`src/rtl/breakout_pkg.sv`:
```
// breakout_pkg: constants and state encoding shared by the Breakout ball logic.
//   Playfield geometry, ball/paddle constants, wall margins, and the
//   ball controller state type.
package breakout_pkg;

    localparam int unsigned COORD_W    = 11;   // width of every pixel coordinate
    localparam int unsigned SCREEN_W   = 800;
    localparam int unsigned SCREEN_H   = 600;
    localparam int unsigned BALL_SIZE  = 8;
    localparam int unsigned SPEED      = 2;
    localparam int unsigned PADDLE_X_L = 770;
    localparam int unsigned LIVES      = 3;
    localparam int unsigned MISS_HOLD  = 60;

    // Wall margins: left wall keeps x_l >= 4; top/bottom bounce 1 px early.
    localparam int unsigned WALL_X_MIN    = 4;
    localparam int unsigned WALL_Y_MARGIN = 1;

    typedef enum logic [1:0] {
        SERVE = 2'd0,
        PLAY  = 2'd1,
        MISS  = 2'd2,
        OVER  = 2'd3
    } state_t;

endpackage

```
`src/rtl/breakout_ball_axis.sv`:
```
// breakout_ball_axis: one axis of ball motion (position + direction).
//   clk, reset        : clock, asynchronous active-high reset
//   load, load_pos    : force position (and clear direction to negative)
//   step              : advance SPEED pixels in the current direction, clamped
//                       to [POS_MIN, POS_MAX]
//   set_pos, set_neg  : direction requests; both asserted leaves direction as is
//   pos               : current low-edge position
module breakout_ball_axis
    import breakout_pkg::*;
#(
    parameter int unsigned POS_INIT = 0,
    parameter int unsigned POS_MIN  = 0,
    parameter int unsigned POS_MAX  = 2047,
    parameter int unsigned STEP     = 2
) (
    input  logic               clk,
    input  logic               reset,
    input  logic               load,
    input  logic [COORD_W-1:0] load_pos,
    input  logic               step,
    input  logic               set_pos,
    input  logic               set_neg,
    output logic [COORD_W-1:0] pos
);

    logic               dir;
    logic [COORD_W:0]   up_sum;
    logic [COORD_W-1:0] pos_next;

    // One extra bit so an upward step near the top of the range cannot wrap.
    assign up_sum = {1'b0, pos} + (COORD_W + 1)'(STEP);

    always_comb begin
        pos_next = pos;
        if (dir) begin
            pos_next = (up_sum > (COORD_W + 1)'(POS_MAX)) ? COORD_W'(POS_MAX)
                                                          : up_sum[COORD_W-1:0];
        end else begin
            pos_next = (pos < COORD_W'(POS_MIN + STEP)) ? COORD_W'(POS_MIN)
                                                        : pos - COORD_W'(STEP);
        end
    end

    always_ff @(posedge clk or posedge reset) begin
        if (reset) begin
            pos <= COORD_W'(POS_INIT);
            dir <= 1'b0;
        end else if (load) begin
            pos <= load_pos;
            dir <= 1'b0;
        end else begin
            if (step) begin
                pos <= pos_next;
            end
            if (set_pos && !set_neg) begin
                dir <= 1'b1;
            end else if (set_neg && !set_pos) begin
                dir <= 1'b0;
            end
        end
    end

endmodule

```
`src/rtl/breakout_ball_ctrl.sv`:
```
// breakout_ball_ctrl: ball position/direction, bounces, serve, misses, lives.
//   clk, reset                 : clock, asynchronous active-high reset
//   tick                       : frame strobe; ball moves only on tick
//   launch                     : serve button (level)
//   hitU/hitD/hitL/hitR        : OR of all block columns' move requests
//   paddle_y_t, paddle_y_b     : paddle vertical extent
//   pix_x, pix_y               : current scan pixel
//   ball_x_l/x_r/y_t/y_b       : ball edges
//   ball_ON                    : scan pixel is inside a visible ball
//   lives                      : remaining lives
//   game_over                  : high in OVER
module breakout_ball_ctrl
    import breakout_pkg::*;
(
    input  logic               clk,
    input  logic               reset,
    input  logic               tick,
    input  logic               launch,
    input  logic               hitU,
    input  logic               hitD,
    input  logic               hitL,
    input  logic               hitR,
    input  logic [COORD_W-1:0] paddle_y_t,
    input  logic [COORD_W-1:0] paddle_y_b,
    input  logic [COORD_W-1:0] pix_x,
    input  logic [COORD_W-1:0] pix_y,
    output logic [COORD_W-1:0] ball_x_l,
    output logic [COORD_W-1:0] ball_x_r,
    output logic [COORD_W-1:0] ball_y_t,
    output logic [COORD_W-1:0] ball_y_b,
    output logic               ball_ON,
    output logic [2:0]         lives,
    output logic               game_over
);

    localparam int unsigned HOLD_W = $clog2(MISS_HOLD + 1);
    localparam logic [COORD_W-1:0] SERVE_X = COORD_W'(PADDLE_X_L - BALL_SIZE - 2);

    state_t              state;
    logic [HOLD_W-1:0]   hold_cnt;
    logic [COORD_W-1:0]  x_l, x_r, y_t, y_b;
    logic [COORD_W:0]    paddle_sum;
    logic [COORD_W-1:0]  serve_y;
    logic                in_serve, in_play, visible;
    logic                wall_left, wall_top, wall_bot, paddle_hit, missed;
    logic                x_force, y_force;
    logic                x_set_pos, x_set_neg, y_set_pos, y_set_neg;

    assign x_r = x_l + COORD_W'(BALL_SIZE - 1);
    assign y_b = y_t + COORD_W'(BALL_SIZE - 1);

    assign paddle_sum = {1'b0, paddle_y_t} + {1'b0, paddle_y_b};
    assign serve_y    = paddle_sum[COORD_W:1] - COORD_W'(BALL_SIZE / 2);

    assign in_serve = (state == SERVE);
    assign in_play  = (state == PLAY);
    assign visible  = (state == SERVE) || (state == PLAY);

    assign wall_left  = (x_l <= COORD_W'(WALL_X_MIN + 1));
    assign wall_top   = (y_t <= COORD_W'(WALL_Y_MARGIN));
    assign wall_bot   = (y_b >= COORD_W'(SCREEN_H - 1 - WALL_Y_MARGIN));
    assign paddle_hit = (x_r >= COORD_W'(PADDLE_X_L)) && (x_r <= COORD_W'(PADDLE_X_L + 3)) &&
                        (y_b >= paddle_y_t) && (y_t <= paddle_y_b);
    assign missed     = (x_r >= COORD_W'(SCREEN_W - 2));

    // A wall or the paddle on an axis masks that axis' block hits entirely,
    // so it wins even when the block hit points the other way.
    assign x_force   = wall_left || paddle_hit;
    assign y_force   = wall_top || wall_bot;
    assign x_set_pos = in_play && (x_force ? wall_left  : hitR);
    assign x_set_neg = in_play && (x_force ? paddle_hit : hitL);
    assign y_set_pos = in_play && (y_force ? wall_top   : hitD);
    assign y_set_neg = in_play && (y_force ? wall_bot   : hitU);

    breakout_ball_axis #(
        .POS_INIT (PADDLE_X_L - BALL_SIZE - 2),
        .POS_MIN  (WALL_X_MIN),
        .POS_MAX  (SCREEN_W - BALL_SIZE),
        .STEP     (SPEED)
    ) u_x_axis (
        .clk      (clk),
        .reset    (reset),
        .load     (in_serve),
        .load_pos (SERVE_X),
        .step     (in_play && tick),
        .set_pos  (x_set_pos),
        .set_neg  (x_set_neg),
        .pos      (x_l)
    );

    breakout_ball_axis #(
        .POS_INIT (296),
        .POS_MIN  (0),
        .POS_MAX  (SCREEN_H - BALL_SIZE),
        .STEP     (SPEED)
    ) u_y_axis (
        .clk      (clk),
        .reset    (reset),
        .load     (in_serve),
        .load_pos (serve_y),
        .step     (in_play && tick),
        .set_pos  (y_set_pos),
        .set_neg  (y_set_neg),
        .pos      (y_t)
    );

    always_ff @(posedge clk or posedge reset) begin
        if (reset) begin
            state     <= SERVE;
            lives     <= 3'(LIVES);
            hold_cnt  <= '0;
            game_over <= 1'b0;
        end else begin
            case (state)
                SERVE: begin
                    if (launch) begin
                        state <= PLAY;
                    end
                end
                PLAY: begin
                    if (missed) begin
                        state <= MISS;
                        if (lives != 3'd0) begin
                            lives <= lives - 3'd1;
                        end
                    end
                end
                MISS: begin
                    if (tick) begin
                        if (hold_cnt == HOLD_W'(MISS_HOLD - 1)) begin
                            hold_cnt <= '0;
                            if (lives == 3'd0) begin
                                state     <= OVER;
                                game_over <= 1'b1;
                            end else begin
                                state <= SERVE;
                            end
                        end else begin
                            hold_cnt <= hold_cnt + HOLD_W'(1);
                        end
                    end
                end
                OVER: begin
                    game_over <= 1'b1;
                end
                default: begin
                    state <= SERVE;
                end
            endcase
        end
    end

    assign ball_x_l = x_l;
    assign ball_x_r = x_r;
    assign ball_y_t = y_t;
    assign ball_y_b = y_b;
    assign ball_ON  = visible && (pix_x >= x_l) && (pix_x <= x_r) &&
                      (pix_y >= y_t) && (pix_y <= y_b);

endmodule

```
`config.mk`:
```
export PLATFORM = sky130hd
export DESIGN_NAME = breakout_ball_ctrl
export DESIGN_NICKNAME = d
export VERILOG_FILES = /design/src/rtl/breakout_pkg.sv /design/src/rtl/breakout_ball_axis.sv /design/src/rtl/breakout_ball_ctrl.sv
export SDC_FILE = /design/constraint.sdc
export NUM_CORES = 1
export LEC_CHECK = 0
export BUFFER_PORTS_ARGS = -buffer_cell sky130_fd_sc_hd__clkbuf_2
export CAP_MARGIN = 5
export CORE_ASPECT_RATIO = 0.7
export CORE_UTILIZATION = 45
export DETAILED_ROUTE_END_ITERATION = 6
export PLACE_DENSITY = 0.64
export REMOVE_ABC_BUFFERS = 1
export SYNTH_ARGS = -nofsm -noshare
export SYNTH_HDL_FRONTEND = slang
export SYNTH_SLANG_ARGS = --single-unit
```
`constraint.sdc`:
```
create_clock -name clk -period 5.4 [get_ports clk]
set_input_delay 0.27 -clock clk [delete_from_list [all_inputs] [get_ports clk]]
set_output_delay 0.27 -clock clk [all_outputs]
set_load 0.05 [all_outputs]
```
After elaboration in Yosys (flattened, before gate mapping)

Cells that the tools add are included.
Widths: inputs -> output; s select.

Register bits after elaboration: 36
Input port bits: 52
Output and inout port bits: 49
Logic and storage cells: 109

$add $sub $neg: 10
Magnitude comparators: 16
Equal/unequal tests: 9
Mux-type cells: 31
Reduce and logical (&&, ||, !) cells: 35

Operators with widths:

| operator              | number |
|---|---|
| $mux 11               | 10 |
| $ge 11x10->1 const B  | 3 |
| $ge 11x11->1          | 3 |
| $le 11x11->1          | 3 |
| $add 11x2->12 const B | 2 |
| $gt 12x10->1 const B  | 2 |
| $add 11x3->11 const B | 2 |
| $sub 11x2->11 const B | 2 |
| $logic_and 1x1->1     | 16 |
| $mux 1                | 13 |
| $add 11x11->12        | 1 |
| $reduce_bool 3->1     | 4 |
| $le 11x1->1 const B   | 1 |
| $le 11x10->1 const B  | 1 |
| $le 11x3->1 const B   | 1 |
| $lt 11x2->1 const B   | 1 |
| $lt 11x3->1 const B   | 1 |
| $sub 11x3->11 const B | 1 |
| $mux 2                | 5 |
| $ne 2x2->1 const B    | 4 |
| $add 6x1->6 const B   | 1 |
| $eq 6x6->1 const B    | 1 |
| $mux 6                | 1 |
| $pmux 2 s3            | 1 |
| other kinds (14)      | 21 |

Logic depth before layout (Yosys ltp)

Depth after elaboration: 13
Gate-level depth with buffers: 14
Mapped depth without buffers: 13

By module

From an unflattened synthesis, not the netlist that was laid out.

Cells, all modules: 832
Area, all modules: 6313.6 um^2

By module, submodules not included:

| module                        | times used | cells each | area an instance (um^2) | seq. area each (um^2) |
|---|---|---|---|---|
| breakout_ball_ctrl            | 1          | 516        | 3838.7                  | 302.8 |
| breakout_ball_axis (u_x_axis) | 1          | 162        | 1295.0                  | 307.8 |
| breakout_ball_axis (u_y_axis) | 1          | 154        | 1179.9                  | 304.0 |

Worst setup path before layout

Ideal clock, no wire load.

Path kind: reg-to-output
Start: register u_x_axis.pos[1]
End: output ball_ON
Arrival time: 5.394 ns
Data required time: 5.130 ns
Path slack: -0.264 ns
Cell stages (with the launch flop): 14
Buffers on the path: 2
Path through: dfrtp_1 > buf_2 > inv_1 > ha_1 > clkbuf_1 > xnor2_1 > inv_1 > ha_1 > o21ai_0 > nand2b_1 > a21oi_1 > o221ai_1 > a221o_1 > nor4b_1

Word-level cells in the longest chain between the ends: 5
Elaborated cells on any way between the ends: 7
Those cells by class: add/sub: 1; order compare: 2; reduce/logical: 4

RTL lines:

| element                        | RTL line                  | text |
|---|---|---|
| start: declaration             | breakout_ball_axis.sv:23  | `output logic [COORD_W-1:0] pos` |
| start signal: assignment       | breakout_ball_axis.sv:46  | `pos <= COORD_W'(POS_INIT);` |
| start signal: assignment       | breakout_ball_axis.sv:49  | `pos <= load_pos;` |
| start signal: assignment       | breakout_ball_axis.sv:53  | `pos <= pos_next;` |
| $add 11x3->11                  | breakout_ball_ctrl.sv:49  | `assign x_r = x_l + COORD_W'(BALL_SIZE - 1);` |
| net ball_x_r[1]                | breakout_ball_ctrl.sv:28  | `output logic [COORD_W-1:0] ball_x_r,` |
| $le 11x11->1                   | breakout_ball_ctrl.sv:157 | `assign ball_ON = visible && (pix_x >= x_l) && (pix_x <= x_r) &&` |
| $logic_and 1x1->1 (2 in a row) | breakout_ball_ctrl.sv:157 |  |
| $logic_and 1x1->1              | breakout_ball_ctrl.sv:158 | `(pix_y >= y_t) && (pix_y <= y_b);` |
| end: declaration               | breakout_ball_ctrl.sv:31  | `output logic ball_ON,` |

The timed path passes the listed nets, and every way through them passes these cells.

Final worst setup path

Start: register u_x_axis.pos[1]
End: output ball_ON

Word-level cells in the longest chain between the ends: 5
Elaborated cells on any way between the ends: 7
Those cells by class: add/sub: 1; order compare: 2; reduce/logical: 4

RTL lines:

| element                                           | RTL line |
|---|---|
| $add 11x3->11 or $ge 11x11->1 (tied branches)     | breakout_ball_ctrl.sv:49, breakout_ball_ctrl.sv:157 |
| $le 11x11->1 or $logic_and 1x1->1 (tied branches) | breakout_ball_ctrl.sv:157 |
| $logic_and 1x1->1 (*) (2 in a row)                | breakout_ball_ctrl.sv:157 |
| $logic_and 1x1->1 (*)                             | breakout_ball_ctrl.sv:158 |

Mark *: on every way between the ends. The rest lies on a longest branch, timed or not.

==> reports/qor.yml <==
final_layout:
  layout.nets: 952
  area_growth_pct: 12.6
  fin_cells: 969
  drive_gt1_share_pct: 18.6
  layout_common_cells: "clkbuf_2, ha_1, inv_1, a21oi_1, nor2_1"
  fillers: 1167
  final_common_cell: "clkbuf_2"
  n_antenna_cell: 0
  fin_util_pct: 53.2
worst_setup_path:
  path_class: "reg -> out"
  critPathArrivalTime_ns: 4.13
  start_kind: "flip-flop"
  max_stage_delay_ns: 0.59
  ff2ff_path_depth: 12
  crit_chain: "or2_2, nand2_1, nor2_1, xnor2_1, ha_1, a2111oi_0, o221ai_1, a221o_1, nor4b_1, clkbuf_2"
  endpoint_kind: "primary output"
  r2r_setup_slack_ns: 1.97
  r2r_end: "u_x_axis.dir$_DFFE_PP0P_"
  cp.required_ns: 5.13
  worstPathMaxFanout: 15
  r2r_start: "u_y_axis.pos[1]$_DFFE_PP0P_"
  slowest_stage: "xnor2_1"
  crit_path_start: "u_x_axis.pos[1]$_DFFE_PP0P_"
  endpoint: "ball_ON"
place:
  port_buffers: 98
  hpwl_mm: 15.1
  place.gp.congestion: 0.953
  dp.cells: 961
cts:
  clock_latency_ns: 0.29
  cts-root-buf: "clkbuf_16"
  postCtsSetupBuffers: 0
  clk_pin_slew_ns: 0.07
  cts.sinks: 35
  htree_levels: 2
  cts_buffer_depth: 2
  post_cts_resized: 0
  numCtsBuffers: 5
  cts_tree: "built"
  holdBufCountCts: 0
die:
  start_util_pct: 47.2
  die_h_um: 95.6
  core_area_um2: 11900
  io_pins: 101
  fp.dieW_um: 136
  rows: 33
  die-area_um2: 13000
global_route:
  grt_pass1_vias: 5447
  track_usage_pct: 29.4
  overflow: 0
  grt_antenna_before_repair: 0
  grt_max_degree: 36
  grt_pass1_wl_mm: 29.1
timing:
  finalHoldViolCount: 0
  clock.fmax_mhz: 227
  period_needed_ns: 4.40
  maxSlewViolCount: 0
  slew_headroom_pct: 41.0
  worst_slew_pin_slew_ns: 0.882
  setup_viol: 0
  post-route-period-util_pct: 81.6
  rsz0062_at_grt: "false"
  fin_skew_ns: 0.00902
power_and_ir_drop:
  ir_drop_mv: 0.313
  powerDensity_nw_per_um2: 652
  p_total_mw: 4.14
  leakage_nw: 2.91
synthesis:
  synth-seq-cells: 35
  synth_warnings: 0
  synthArstFlopShare_pct: 100
  netlist_instances: 735
  syn_area_per_cell_um2: 7.66
  synthFlopType: "dfrtp_1"
  ys_seq_area_share_pct: 15.8
  synth_area_um2: 5630
  synth_edf_count: 0
  ys_types: 83
job:
  max_cap_violations: 0
route:
  ant_nets: 0
  first_pass_iters: 7
  drt_iter0_markers: 588
  post-route-drc-count: 0
  num_vias: 5999
  routed_wl_mm: 18.8
  via_per_inst: 6.19
  wire_per_inst_um: 19.4
run_status:
  status: "finished, final reports clean"
min_path:
  hold_path_class: "in -> async"
worst min-delay path by stage:
stage / end / slack [ns]
after global routing: game_over$_DFFE_PP0P_ / 0.11
after floorplan: game_over$_DFFE_PP0P_ / 0.42
after global placement: u_y_axis.pos[10]$_DFFE_PP0P_ / 0.39
after detailed placement: u_y_axis.pos[10]$_DFFE_PP0P_ / 0.39
final: u_y_axis.pos[10]$_DFFE_PP0P_ / 0.07
after CTS: u_x_axis.pos[1]$_DFFE_PP0P_ / 0.08
layer usage:
| metal | wire length, um | global-route usage, % |
|---|---|---|
| met4 | 245 | 6.55 |
| met1 | 9300 | 44.3 |
| met3 | 1930 | 6.86 |
| met2 | 7300 | 41.3 |
| met5 | 0 | 0 |
state kept, by name, summed over array words and instances (netlist names):
signal,cells
u_y_axis.dir,1
state,2
u_x_axis.pos,10
game_over,1
hold_cnt,6
u_y_axis.pos,11
u_x_axis.dir,1
lives,3
metrics by stage:
step	setup TNS, ns	area [um^2]	setup WS (ns)	hold WS [ns]
2_1_floorplan	-0.311	5480	-0.311	0.416
3_3_place_gp	0	6190	1.63	0.387
3_5_place_dp	0	6190	1.44	0.387
4_1_cts	0	6340	1.11	0.0826
5_1_grt	0	6340	0.853	0.107
6_report	0	6340	0.996	0.0679
cells in the mapped netlist (7+ instances only):
| master | instances | share of area [%] |
|---|---|---|
| buf_2 | 10 | 0.89 |
| or3_1 | 7 | 0.78 |
| o21a_1 | 16 | 2.1 |
| nor2b_1 | 7 | 0.78 |
| a211oi_1 | 9 | 1.2 |
| xor2_1 | 9 | 1.4 |
| o211ai_1 | 7 | 0.93 |
| dfrtp_1 | 24 | 11 |
| nor2_1 | 51 | 3.4 |
| nand3_1 | 24 | 2.1 |
| o21ai_0 | 48 | 4.3 |
| xnor2_1 | 40 | 6.2 |
| a21o_1 | 7 | 0.93 |
| nand4_1 | 17 | 1.9 |
| inv_1 | 73 | 4.9 |
| a31oi_1 | 7 | 0.78 |
| clkbuf_1 | 15 | 1.0 |
| nand2b_1 | 14 | 1.6 |
| nand2_1 | 50 | 3.3 |
| ha_1 | 88 | 20 |
| a21oi_1 | 52 | 4.6 |
| nor3_1 | 24 | 2.1 |
| dfstp_2 | 11 | 5.1 |
critical path, delay by kind of cell, from the launching register on:
family | cells | cell delay (ns)
xor gates and xnor gates | 1 | 0.59
buffers and inverters | 1 | 0.33
adders and majority gates | 1 | 0.40
DFF | 1 | 0.58
and+or+nand+nor | 4 | 0.86
AOI/OAI and AO/OA | 3 | 1.07
cell families (layout without fill, tap and decap cells):
logic type / Yosys count / count (layout) / share of synthesized area (%)
other: 2 / 2 / 0.133
AO/OA/AOI/OAI: 210 / 210 / 25.2
multiplexers: 6 / 6 / 1.11
AND/OR/NAND/NOR: 236 / 236 / 22.2
XOR/XNOR: 50 / 50 / 7.91
buffers and inverters: 107 / 184 / 7.75
adder cells (fa/ha/maj): 89 / 89 / 19.9
flip-flops: 35 / 35 / 15.8
where the power goes:
part / internal, mW / total [mW] / switching (mW)
clock network: 0.185 / 0.311 / 0.127
logic: 0.987 / 3.13 / 2.14
registers: 0.383 / 0.693 / 0.310
final cells by class:
| class | count | area [um^2] | share of cell area, % |
|---|---|---|---|
| Tap cell | 157 | 196 | 3.10 |
| Sequential cell | 35 | 890 | 14.0 |
| Timing Repair Buffer | 101 | 513 | 8.09 |
| Clock inverter | 2 | 16.3 | 0.256 |
| Clock buffer | 6 | 139 | 2.19 |
| Multi-Input combinational cell | 593 | 4310 | 67.9 |
| Inverter | 75 | 282 | 4.44 |
(Power assumes the default switching activity.)
